## config.mk

```make
export PLATFORM = sky130hd
export DESIGN_NAME = lb_arbiter_flat
export DESIGN_NICKNAME = d
export VERILOG_FILES = /design/src/rtl/lb_arbiter_if.sv /design/src/rtl/lb_arbiter.sv /design/src/flat_wrapper.sv
export SDC_FILE = /design/constraint.sdc
export NUM_CORES = 1
export LEC_CHECK = 0
export CORE_AREA = 3 3 121 123
export DETAILED_ROUTE_END_ITERATION = 10
export DIE_AREA = 0 0 124 126
export GPL_ROUTABILITY_DRIVEN = 0
export HOLD_SLACK_MARGIN = 0.12
export SLEW_MARGIN = 40
export SYNTH_ARGS = -nofsm -noshare
export SYNTH_HDL_FRONTEND = slang
export SYNTH_SLANG_ARGS = --single-unit
```

## constraint.sdc

```tcl
create_clock -name clk -period 1.23 [get_ports clk]
set_input_delay 0.1845 -clock clk [delete_from_list [all_inputs] [get_ports clk]]
set_output_delay 0.1845 -clock clk [all_outputs]
set_load 0.03 [all_outputs]
```

## src/rtl/lb_arbiter_if.sv

```systemverilog
// Local-bus port bundle: one write channel and one read channel.
// The arbiter uses it for each upstream master and for the shared downstream port.
interface lb_arbiter_if #(
    parameter int ADDR_W = 16,
    parameter int DATA_W = 32
);
    localparam int STRB_W = DATA_W / 8;

    logic              wen;
    logic [ADDR_W-1:0] waddr;
    logic [DATA_W-1:0] wdata;
    logic [STRB_W-1:0] wstrb;
    logic              wready;
    logic              ren;
    logic [ADDR_W-1:0] raddr;
    logic [DATA_W-1:0] rdata;
    logic              rvalid;

    modport master (
        output wen, waddr, wdata, wstrb, ren, raddr,
        input  wready, rdata, rvalid
    );

    modport slave (
        input  wen, waddr, wdata, wstrb, ren, raddr,
        output wready, rdata, rvalid
    );
endinterface

```

## src/rtl/lb_arbiter.sv

```systemverilog
// Two-master round-robin arbiter onto one local-bus register port.
// One transaction outstanding; grant held from strobe to wready/rvalid.
module lb_arbiter #(
    parameter int ADDR_W = 16,
    parameter int DATA_W = 32
) (
    input logic          clk,
    input logic          rst,
    lb_arbiter_if.slave  m0_if,
    lb_arbiter_if.slave  m1_if,
    lb_arbiter_if.master lb_if
);
    typedef enum logic [1:0] {
        IDLE,
        WR,
        RD
    } state_t;

    state_t state_q, state_d;
    logic   gnt_q, gnt_d;
    logic   last_q, last_d;

    logic   req0, req1, pick;
    logic   pick_wen;
    logic   in_wr, in_rd;

    logic [ADDR_W-1:0]     waddr_sel;
    logic [ADDR_W-1:0]     raddr_sel;
    logic [DATA_W-1:0]     wdata_sel;
    logic [DATA_W/8-1:0]   wstrb_sel;

    assign req0 = m0_if.wen | m0_if.ren;
    assign req1 = m1_if.wen | m1_if.ren;

    // Tie goes to the master that was not served last.
    assign pick     = (req0 & req1) ? ~last_q : req1;
    assign pick_wen = pick ? m1_if.wen : m0_if.wen;

    always_ff @(posedge clk or posedge rst) begin
        if (rst) begin
            state_q <= IDLE;
            gnt_q   <= 1'b0;
            last_q  <= 1'b1;
        end else begin
            state_q <= state_d;
            gnt_q   <= gnt_d;
            last_q  <= last_d;
        end
    end

    always_comb begin
        state_d = state_q;
        gnt_d   = gnt_q;
        last_d  = last_q;
        unique case (state_q)
            IDLE: begin
                if (req0 | req1) begin
                    gnt_d   = pick;
                    state_d = pick_wen ? WR : RD;
                end
            end
            WR: begin
                if (lb_if.wready) begin
                    last_d  = gnt_q;
                    state_d = IDLE;
                end
            end
            RD: begin
                if (lb_if.rvalid) begin
                    last_d  = gnt_q;
                    state_d = IDLE;
                end
            end
            default: state_d = IDLE;
        endcase
    end

    assign in_wr = (state_q == WR);
    assign in_rd = (state_q == RD);

    assign waddr_sel = gnt_q ? m1_if.waddr : m0_if.waddr;
    assign wdata_sel = gnt_q ? m1_if.wdata : m0_if.wdata;
    assign wstrb_sel = gnt_q ? m1_if.wstrb : m0_if.wstrb;
    assign raddr_sel = gnt_q ? m1_if.raddr : m0_if.raddr;

    // Downstream fields are forced to zero outside their own phase.
    always_comb begin
        lb_if.wen   = 1'b0;
        lb_if.waddr = '0;
        lb_if.wdata = '0;
        lb_if.wstrb = '0;
        lb_if.ren   = 1'b0;
        lb_if.raddr = '0;
        if (in_wr) begin
            lb_if.wen   = 1'b1;
            lb_if.waddr = waddr_sel;
            lb_if.wdata = wdata_sel;
            lb_if.wstrb = wstrb_sel;
        end
        if (in_rd) begin
            lb_if.ren   = 1'b1;
            lb_if.raddr = raddr_sel;
        end
    end

    always_comb begin
        m0_if.wready = 1'b0;
        m1_if.wready = 1'b0;
        m0_if.rvalid = 1'b0;
        m1_if.rvalid = 1'b0;
        m0_if.rdata  = '0;
        m1_if.rdata  = '0;
        if (in_wr && lb_if.wready) begin
            m0_if.wready = ~gnt_q;
            m1_if.wready = gnt_q;
        end
        if (in_rd && lb_if.rvalid) begin
            if (gnt_q) begin
                m1_if.rvalid = 1'b1;
                m1_if.rdata  = lb_if.rdata;
            end else begin
                m0_if.rvalid = 1'b1;
                m0_if.rdata  = lb_if.rdata;
            end
        end
    end
endmodule

```

## src/flat_wrapper.sv

```systemverilog
// flat-port wrapper written by rule: the top's interface ports become plain ports
module lb_arbiter_flat 
#(
    parameter int ADDR_W = 16,
    parameter int DATA_W = 32
)
  (clk, rst, m0_if_wen, m0_if_waddr, m0_if_wdata, m0_if_wstrb, m0_if_ren, m0_if_raddr, m0_if_wready, m0_if_rdata, m0_if_rvalid, m1_if_wen, m1_if_waddr, m1_if_wdata, m1_if_wstrb, m1_if_ren, m1_if_raddr, m1_if_wready, m1_if_rdata, m1_if_rvalid, lb_if_wen, lb_if_waddr, lb_if_wdata, lb_if_wstrb, lb_if_ren, lb_if_raddr, lb_if_wready, lb_if_rdata, lb_if_rvalid);
  lb_arbiter_if #(.ADDR_W(ADDR_W), .DATA_W(DATA_W)) m0_if_i ();
  lb_arbiter_if #(.ADDR_W(ADDR_W), .DATA_W(DATA_W)) m1_if_i ();
  lb_arbiter_if #(.ADDR_W(ADDR_W), .DATA_W(DATA_W)) lb_if_i ();
  input logic clk;
  input logic rst;
  input wire logic [$bits(m0_if_i.wen)-1:0] m0_if_wen;
  input wire logic [$bits(m0_if_i.waddr)-1:0] m0_if_waddr;
  input wire logic [$bits(m0_if_i.wdata)-1:0] m0_if_wdata;
  input wire logic [$bits(m0_if_i.wstrb)-1:0] m0_if_wstrb;
  input wire logic [$bits(m0_if_i.ren)-1:0] m0_if_ren;
  input wire logic [$bits(m0_if_i.raddr)-1:0] m0_if_raddr;
  output wire logic [$bits(m0_if_i.wready)-1:0] m0_if_wready;
  output wire logic [$bits(m0_if_i.rdata)-1:0] m0_if_rdata;
  output wire logic [$bits(m0_if_i.rvalid)-1:0] m0_if_rvalid;
  input wire logic [$bits(m1_if_i.wen)-1:0] m1_if_wen;
  input wire logic [$bits(m1_if_i.waddr)-1:0] m1_if_waddr;
  input wire logic [$bits(m1_if_i.wdata)-1:0] m1_if_wdata;
  input wire logic [$bits(m1_if_i.wstrb)-1:0] m1_if_wstrb;
  input wire logic [$bits(m1_if_i.ren)-1:0] m1_if_ren;
  input wire logic [$bits(m1_if_i.raddr)-1:0] m1_if_raddr;
  output wire logic [$bits(m1_if_i.wready)-1:0] m1_if_wready;
  output wire logic [$bits(m1_if_i.rdata)-1:0] m1_if_rdata;
  output wire logic [$bits(m1_if_i.rvalid)-1:0] m1_if_rvalid;
  output wire logic [$bits(lb_if_i.wen)-1:0] lb_if_wen;
  output wire logic [$bits(lb_if_i.waddr)-1:0] lb_if_waddr;
  output wire logic [$bits(lb_if_i.wdata)-1:0] lb_if_wdata;
  output wire logic [$bits(lb_if_i.wstrb)-1:0] lb_if_wstrb;
  output wire logic [$bits(lb_if_i.ren)-1:0] lb_if_ren;
  output wire logic [$bits(lb_if_i.raddr)-1:0] lb_if_raddr;
  input wire logic [$bits(lb_if_i.wready)-1:0] lb_if_wready;
  input wire logic [$bits(lb_if_i.rdata)-1:0] lb_if_rdata;
  input wire logic [$bits(lb_if_i.rvalid)-1:0] lb_if_rvalid;
  assign m0_if_i.wen = m0_if_wen;
  assign m0_if_i.waddr = m0_if_waddr;
  assign m0_if_i.wdata = m0_if_wdata;
  assign m0_if_i.wstrb = m0_if_wstrb;
  assign m0_if_i.ren = m0_if_ren;
  assign m0_if_i.raddr = m0_if_raddr;
  assign m0_if_wready = m0_if_i.wready;
  assign m0_if_rdata = m0_if_i.rdata;
  assign m0_if_rvalid = m0_if_i.rvalid;
  assign m1_if_i.wen = m1_if_wen;
  assign m1_if_i.waddr = m1_if_waddr;
  assign m1_if_i.wdata = m1_if_wdata;
  assign m1_if_i.wstrb = m1_if_wstrb;
  assign m1_if_i.ren = m1_if_ren;
  assign m1_if_i.raddr = m1_if_raddr;
  assign m1_if_wready = m1_if_i.wready;
  assign m1_if_rdata = m1_if_i.rdata;
  assign m1_if_rvalid = m1_if_i.rvalid;
  assign lb_if_wen = lb_if_i.wen;
  assign lb_if_waddr = lb_if_i.waddr;
  assign lb_if_wdata = lb_if_i.wdata;
  assign lb_if_wstrb = lb_if_i.wstrb;
  assign lb_if_ren = lb_if_i.ren;
  assign lb_if_raddr = lb_if_i.raddr;
  assign lb_if_i.wready = lb_if_wready;
  assign lb_if_i.rdata = lb_if_rdata;
  assign lb_if_i.rvalid = lb_if_rvalid;
  lb_arbiter #(.ADDR_W(ADDR_W), .DATA_W(DATA_W)) u_core (.clk(clk), .rst(rst), .m0_if(m0_if_i), .m1_if(m1_if_i), .lb_if(lb_if_i));
endmodule
```

Word-level counts from Yosys, hierarchy flattened:

Index checks and enable logic that the tools add are counted.

* equality and inequality tests: 5
* multiplexer cells: 30
* bitwise logic cells: 6
* reductions and logical operators: 7

Operator list (count)
* $mux 32: 6
* $mux 16: 4
* $mux 1: 12
* $mux 2: 4
* $mux 4: 2
* $pmux 2 s3: 1
* $reduce_and 3->1: 2
* $ne 2x2->1 const B: 2
* $or 1x1->1: 3
* $eq 2x1->1 const B: 1
* $eq 2x2->1 const B: 1
* $logic_and 1x1->1: 2
* $logic_not 2->1: 1
* $ne 2x1->1 const B: 1
* $not 1->1: 2
* $pmux 1 s2: 1
* $reduce_and 2->1: 1
* $reduce_bool 2->1: 1
* $and 1x1->1: 1

* register bits: 4
* bits of input ports: 176
* output and inout bits: 138
* word-level logic and storage cells: 51

Logic depth before layout (Yosys ltp):

* depth in word-level cells: 7
* mapped depth: 6
* depth with buffers taken out: 4

Worst setup path after synthesis:

Ideal clock, no wire load.

* kind: register to output
* from: reg u_core.state_q[0]
* to: out m0_if_rdata[22]
* data arrival time: 1.406 ns
* data required time: 1.046 ns
* slack: -0.360 ns
* cell stages (with the launch flop): 7
* path buffers: 2
* cell sequence: dfrtp_1 -> nand2b_4 -> buf_8 -> inv_6 -> and3_4 -> buf_6 -> and2_1

* word-level cells in the longest chain between the ends: 3

Ends and longest elaborated chain
* start, declared: RTL line lb_arbiter.sv:19 `state_t state_q, state_d;`
* start signal, assigned: RTL line lb_arbiter.sv:45 `state_q <= state_d;`
* $eq 2x2->1: RTL line lb_arbiter.sv:79 `assign in_rd = (state_q == RD);`
* $logic_and 1x1->1: RTL line lb_arbiter.sv:117 `if (in_rd && lb_if.rvalid) begin`
* $mux 32: RTL line lb_arbiter.sv:117
* end, declared: RTL line flat_wrapper.sv:20 `output wire logic [$bits(m0_if_i.rdata)-1:0] m0_if_rdata;`

No other way between the ends.

Worst setup path in the final report:

* from: reg u_core.state_q[0]
* to: out m0_if_rdata[25]

Same word-level chain as after synthesis.

==> flow_summary.json <==
{
  "critPathCaptureType": "output pin",
  "crit_arrival_ns": 1.57,
  "combPwrFrac_pct": 92.7,
  "cp-start-kind": "flop",
  "synth_top_family_by_area": "simple AND/OR/NAND/NOR gates",
  "synth-simple-area-share_pct": 40.00,
  "syn_area_um2": 1795,
  "fin_area_um2": 6297,
  "maxSlewViolCount": 0,
  "synthMuxAreaShare_pct": 39.30,
  "vias": 3132,
  "p_switching_w": 0.005453,
  "synth_nets": 425,
  "via_per_inst": 4.052,
  "p_seq_share_pct": 2.7,
  "antenna_found_initial": 0,
  "post-route-period-util_pct": 142.3,
  "grt_max_degree": 34,
  "grt_pass1_wl_mm": 17.02,
  "tritoncts": "yes",
  "p_leak_nw": 2.871,
  "die_area_um2": 15620,
  "coreArea_um2": 13770,
  "relSlewSlack_pct": 77.12,
  "num_antenna_cells": 0,
  "power_density_nw_per_um2": 1836,
  "ys_seq_area_share_pct": 5.645,
  "hpwl_mm": 9.726,
  "initial_core_util_pct": 13.04,
  "switching_share_pct": 47.16,
  "grt_overflow": 0,
  "fin_crit_ns": 1.750,
  "clockPowerShare_pct": 4.6,
  "cp_max_fo": 8,
  "worstSkewPairLatency_ns": 0.23,
  "p_int_w": 0.006110,
  "io_buffers": 313,
  "crit_type": "reg -> out",
  "h-tree-depth": 1,
  "clkTransAtPathRegs_ns": 0.03,
  "die_w_um": 124,
  "cts_buffers": 3,
  "outcome": "finished, violations left",
  "syn_area_per_cell_um2": 7.211,
  "hold_viol": 0,
  "synthXorXnorAreaFrac_pct": 0,
  "area_growth_pct": 250.7,
  "drc": 0,
  "drive_above_1_share_pct": 51.94,
  "ctsLongestPathBuffers": 2,
  "drt_iter0_drc": 56,
  "row_count": 43,
  "synth-seq-cells": 4,
  "ys_types": 25,
  "rsz0062_at_grt": "yes",
  "place_area_um2": 5137,
  "setup_ws_ns": -0.5199,
  "pin_count": 314,
  "skew_ns": 0.0005992,
  "die_height_um": 126,
  "track_usage_pct": 13.85,
  "hold_buffers": 0,
  "clock-root-buffer": "clkbuf_16",
  "violations": "negative setup slack",
  "final_util_pct": 45.72,
  "ir_worst_vdd_mv": 1.075,
  "drt_pre_antenna_iters": 4,
  "synth_fa_ha_area_share_pct": 0,
  "maxCapViolCount": 0,
  "hp-class": "in -> async",
  "fmax_mhz": 571.5,
  "routed_wl_mm": 13.51,
  "postRouteAntennaNets": 0,
  "routedWlPerCell_um": 17.47,
  "first_global_vias": 3278,
  "ys_warn_count": 0,
  "synth_compound_area_share_pct": 4.251,
  "syn_inst": 249,
  "tightestPinTransition_ns": 0.3420,
  "cts.sinks": 4,
  "finalSetupViolCount": 139,
  "finalNetCount": 770,
  "required_ns": 1.05
}
layout by cell type, fill, tap and decap left out, drive strengths merged, types with 2 or more instances in the layout:
cell type / instances
and2: 64
clkbuf: 12
dlymetal6s2s: 3
nand2b: 2
inv: 4
and3: 4
dfrtp: 3
buf: 179
mux2i: 69
clkdlybuf4s50: 172
nor2: 70
o22ai: 2
o21ai: 2
metrics by stage:
step	setup TNS [ns]	power (W)	hold WS (ns)	std cells	setup slack, ns
2_1_floorplan	-27.99	0.005290	-0.05014	249	-0.2380
3_3_place_gp	-34.53	0.008306	0.3882	742	-0.3594
3_5_place_dp	-35.91	0.008315	0.3950	742	-0.3782
4_1_cts	-59.52	0.01031	0.1665	756	-0.5143
5_1_grt	-67.86	0.01214	0.1877	773	-0.5564
6_report	-61.38	0.01156	0.1533	773	-0.5199
metal layers:
layer	up-vias	routed length (um)	part of all wire, %	global-route usage (%)
met3	10	1382	10	3.368
met2	197	7226	53	28.64
met4	0	107	0.79	2.062
met1	1412	4791	35	13.67
met5	-	0	0	0
li1	1513	-	-	-
Yosys cell counts:
cell type  instances  share of area (%)
mux2i_1           69                 38
a2bb2oi_1          1               0.49
o22ai_1            2               0.70
inv_2              1               0.21
and2_1            64                 22
dfstp_2            1                1.5
buf_8              1               0.84
inv_1              2               0.42
buf_6              6                3.8
a22oi_2            1               0.70
nand2b_4           1               0.77
o21ai_0            2               0.56
nor2_1            70                 15
nand2b_1           1               0.35
buf_4              7                2.9
and3_1             2               0.70
dfrtp_1            3                4.2
o2bb2ai_1          1               0.49
a21boi_0           1               0.42
inv_6              1               0.49
clkbuf_1           1               0.21
buf_2              7                2.0
and3_4             2                1.3
mux2_4             1               0.84
o41ai_2            1               0.91
power groups by stage:
stage	Combinational, W	Sequential, W	Clock, W
2_1_floorplan	0.00503	0.000255	0
3_3_place_gp	0.00798	0.000328	0
3_5_place_dp	0.00799	0.000329	0
4_1_cts	0.00947	0.000310	0.000537
5_1_grt	0.0113	0.000326	0.000553
6_report	0.0107	0.000315	0.000530
registers in the layout (all words and copies together) (netlist names):
| name | flops |
|---|---|
| u_core.state_q | 2 |
| u_core.gnt_q | 1 |
| u_core.last_q | 1 |
layout make-up:
type / instances / area, um^2
inverters: 4 / 27.53
multi-input cells: 219 / 1859
repair buffers: 362 / 4001
well taps: 180 / 225.2
fillers: 1314 / 7476
flip-flops and latches: 4 / 105.1
clock buffers: 4 / 78.83
kinds of logic after synthesis:
family	Yosys count
AO/OA/AOI/OAI	9
buffers and inverters	26
flip-flops	4
multiplexers	70
AND/OR/NAND/NOR	140
repair_timing:
item | in CTS | in global routing
gates cloned | 4 | 10
gates resized for setup | 104 | 76
pin swaps | 17 | 22
setup endpoints to repair | 139 | 141
setup buffers | 7 | 10
hold endpoints to repair | 0 | 0
path summary, 6_finish.rpt:
check	from	to	cells past startpoint	slack (ns)
worst max-delay path	u_core.state_q[0]	m0_if_rdata[25]	6	-0.52
worst min-delay path	rst	u_core.state_q[0]	2	0.15
worst max register to register	u_core.state_q[0]	u_core.last_q	8	-0.33
worst min register to register	u_core.last_q	u_core.last_q	1	0.64
max in group asynchronous	rst	u_core.last_q	2	0.85
min in group clk	m0_if_wen	u_core.state_q[1]	3	0.42
worst max-delay path: stages (launching register included):
cell	delay, ns
dfrtp_1	0.37
nand2b_4	0.17
inv_8	0.05
and3_4	0.28
clkbuf_16	0.19
and2_4	0.14
buf_6	0.12
(Power assumes the default switching activity.)
==> variant, RTL diff (config.mk and constraints unchanged) <==
`DATA_W` is set to 32 in 3 places; all go to 28.
--- a/src/rtl/lb_arbiter_if.sv
+++ b/src/rtl/lb_arbiter_if.sv
@@ -3,5 +3,5 @@
 interface lb_arbiter_if #(
     parameter int ADDR_W = 16,
-    parameter int DATA_W = 32
+    parameter int DATA_W = 28
 );
     localparam int STRB_W = DATA_W / 8;
--- a/src/rtl/lb_arbiter.sv
+++ b/src/rtl/lb_arbiter.sv
@@ -3,5 +3,5 @@
 module lb_arbiter #(
     parameter int ADDR_W = 16,
-    parameter int DATA_W = 32
+    parameter int DATA_W = 28
 ) (
     input logic          clk,
--- a/src/flat_wrapper.sv
+++ b/src/flat_wrapper.sv
@@ -3,5 +3,5 @@
 #(
     parameter int ADDR_W = 16,
-    parameter int DATA_W = 32
+    parameter int DATA_W = 28
 )
   (clk, rst, m0_if_wen, m0_if_waddr, m0_if_wdata, m0_if_wstrb, m0_if_ren, m0_if_raddr, m0_if_wready, m0_if_rdata, m0_if_rvalid, m1_if_wen, m1_if_waddr, m1_if_wdata, m1_if_wstrb, m1_if_ren, m1_if_raddr, m1_if_wready, m1_if_rdata, m1_if_rvalid, lb_if_wen, lb_if_waddr, lb_if_wdata, lb_if_wstrb, lb_if_ren, lb_if_raddr, lb_if_wready, lb_if_rdata, lb_if_rvalid);
Ports: changed (9 resized); port bits go from 314 to 287. The function was not compared with the original's and may differ.
==> variant against the unedited design <==
  * Synthesized area shrank 9.5%
  * Die area is the same
  * Sequential share of layout area grew 0.096 points
  * Register-to-register slack gained 0.12 ns
  * Final area shrank 4.3%
  * Fmax grew 2.9%
  * The flow still finishes with violations (negative setup slack)
  * First-iteration DRC count shrank 16%
  * Combinational power is essentially flat
  * Critical endpoint is now lb_if_wdata[13]
  * Routed wire length shrank 18%
  * Total power is essentially flat
  * Critical path type unchanged
  * Largest cell class unchanged
  * Clock skew grew 0.0019 ns
  * Setup slack gained 0.049 ns
  * Critical path depth shrank 1
  * Sequential cell count is the same
==> variant: results (changes against the unedited design) <==
Yosys
  – Commonest cells in the netlist: sky130_fd_sc_hd__nor2_1 (65), sky130_fd_sc_hd__mux2i_1 (64), sky130_fd_sc_hd__and2_1 (56) (was sky130_fd_sc_hd__nor2_1 (70), sky130_fd_sc_hd__mux2i_1 (69), sky130_fd_sc_hd__and2_1 (64))
  – Synthesized Nets: 391 (was 425)
  – Sequential fraction of the synthesis area: 0.06240 (was 0.05645)
  – Mean area per synthesized cell: 7.092 sq um (was 7.211 sq um)
  – Unique cell type count in the Yosys netlist: 24 (was 25)

Run status
  – Violated checks: negative setup slack (unchanged)
  – Run status: finished with violations (unchanged)

Worst setup path
  – Peak per-stage delay on the critical path: 0.41 ns (was 0.37 ns)
  – Family of cells with the greatest summed delay on the critical path: buffers and inverters (was simple AND/OR/NAND/NOR gates)
  – Maximum fanout encountered on the critical timing path: 15 (was 8)
  – Arrival time reported for the critical path endpoint: 1.52 ns (was 1.57 ns)
  – Slowest cell on the critical path: sky130_fd_sc_hd__dfrtp_4 (was sky130_fd_sc_hd__dfrtp_1)

Placement
  – Placed instance area: 5207 sq um (was 5137 sq um)
  – Hpwl dp: 8602 um (was 9726 um)
  – Port Buffer Count: 286 (was 313)
  – Placed cell count: 705 (was 742)
  – Pre-CTS setup slack: -0.4210 ns (was -0.3782 ns)

Timing
  – Setup violation total in the final timing report: 126 (was 139)
  – Post-route clock skew: 0.002512 ns (was 0.0005992 ns)
  – Total Negative Setup Slacks: -52.06 ns (was -61.38 ns)
  – Worst Setup Slack, final: -0.4706 ns (was -0.5199 ns)
  – Worst slew margin relative to its limit: 0.7694 (was 0.7712)

Pwr
  – Worst IR Drop VDD: 0.8960 mV (was 1.075 mV)
  – P_sw: 0.005607 W (was 0.005453 W)

Final layout
  – Fin nets: 703 (was 770)
  – Largest registers: u_core.state_q: 2 flops, u_core.gnt_q: 1 flops, u_core.last_q: 1 flops (unchanged)
  – Share of layout cells above drive strength 1: 0.6185 (was 0.5194)

Global routing
  – Pin count of the biggest net entering global routing: 18 (was 34)
  – Global-route wire length before repair: 15,730 um (was 17,020 um)
  – Overall global routing resource usage: 0.1273 (was 0.1385)
  – Number of global-route vias before repair: 2,972 (was 3,278)

Routing
  – Iter 0 DRT Violations: 47 (was 56)
  – Avg WL per Cell: 15.32 um (was 17.47 um)
  – Post-Route WL: 11,030 um (was 13,510 um)
  – Via count: 2,853 (was 3,132)
-- variant: routing by layer --
layer,share of wire,routed length (um),vias to the layer above,track usage
li1,-,-,1391,-
met4,0.015,170,0,0.02384
met3,0.10,1121,16,0.02380
met5,0,0,-,0
met1,0.33,3648,1283,0.1323
met2,0.55,6089,163,0.2580
-- variant: worst register-to-register path, stage by stage, from the launching register on --
cell and delay, ns:
sky130_fd_sc_hd__dfrtp_1 0.38, sky130_fd_sc_hd__buf_6 0.13, sky130_fd_sc_hd__nand2b_4 0.19, sky130_fd_sc_hd__inv_4 0.08, sky130_fd_sc_hd__buf_4 0.14, sky130_fd_sc_hd__a22oi_2 0.14, sky130_fd_sc_hd__mux2_4 0.31
-- variant: worst paths after layout --
check                             startpoint               to  slack (ns)  depth (start not counted)
max                             u_core.gnt_q  lb_if_wdata[13]       -0.47                          5
max in group asynchronous                rst    u_core.last_q        0.87                          2
max reg2reg                u_core.state_q[0]    u_core.last_q       -0.21                          6
min reg2reg                    u_core.last_q    u_core.last_q        0.63                          1
min                                      rst     u_core.gnt_q        0.14                          2
min in group clk               u_core.last_q    u_core.last_q        0.63                          1
-- variant: metrics by stage --
stage,util,power [W]
final,0.4375,0.01157
after global routing,0.4375,0.01215
after CTS,0.4265,0.01130
after detailed placement,0.3781,0.009293
after global placement,0.3781,0.009242
after floorplan,-,0.006025
-- variant: final cells by class --
| type | instances | area [sq um] | share of cell area |
|---|---|---|---|
| repair buffers | 323 | 3207 | 0.5322 |
| multi-input cells | 205 | 2384 | 0.3956 |
| flip-flops and latches | 4 | 106.4 | 0.01765 |
| inverters | 4 | 25.02 | 0.004153 |
| well taps | 180 | 225.2 | 0.03738 |
| clock buffers | 4 | 78.83 | 0.01308 |
-- variant: cells by family after synthesis --
kind of cell           after synthesis  synth area share
AND/OR/NAND/NOR                    127            0.3952
multiplexers                        65            0.4014
buffers and inverters               24           0.09707
flip-flops                           4           0.06241
AO/OA/AOI/OAI                        9           0.04392
-- variant: timing repair --
action	CTS	global route
pin swaps	4	6
setup endpoints to repair	126	128
cloned	4	1
hold endpoints to repair	0	0
setup buffers	5	2
gates resized for setup	109	19
-- variant: power by group through the flow --
| stage | sequential (W) | clock, W | combinational [W] |
|---|---|---|---|
| detailed placement | 0.000291 | 0 | 0.00900 |
| CTS | 0.000303 | 0.000531 | 0.0105 |
| global route | 0.000315 | 0.000545 | 0.0113 |
| finish | 0.000307 | 0.000526 | 0.0107 |
| global placement | 0.000289 | 0 | 0.00895 |
| floorplan | 0.000268 | 0 | 0.00576 |
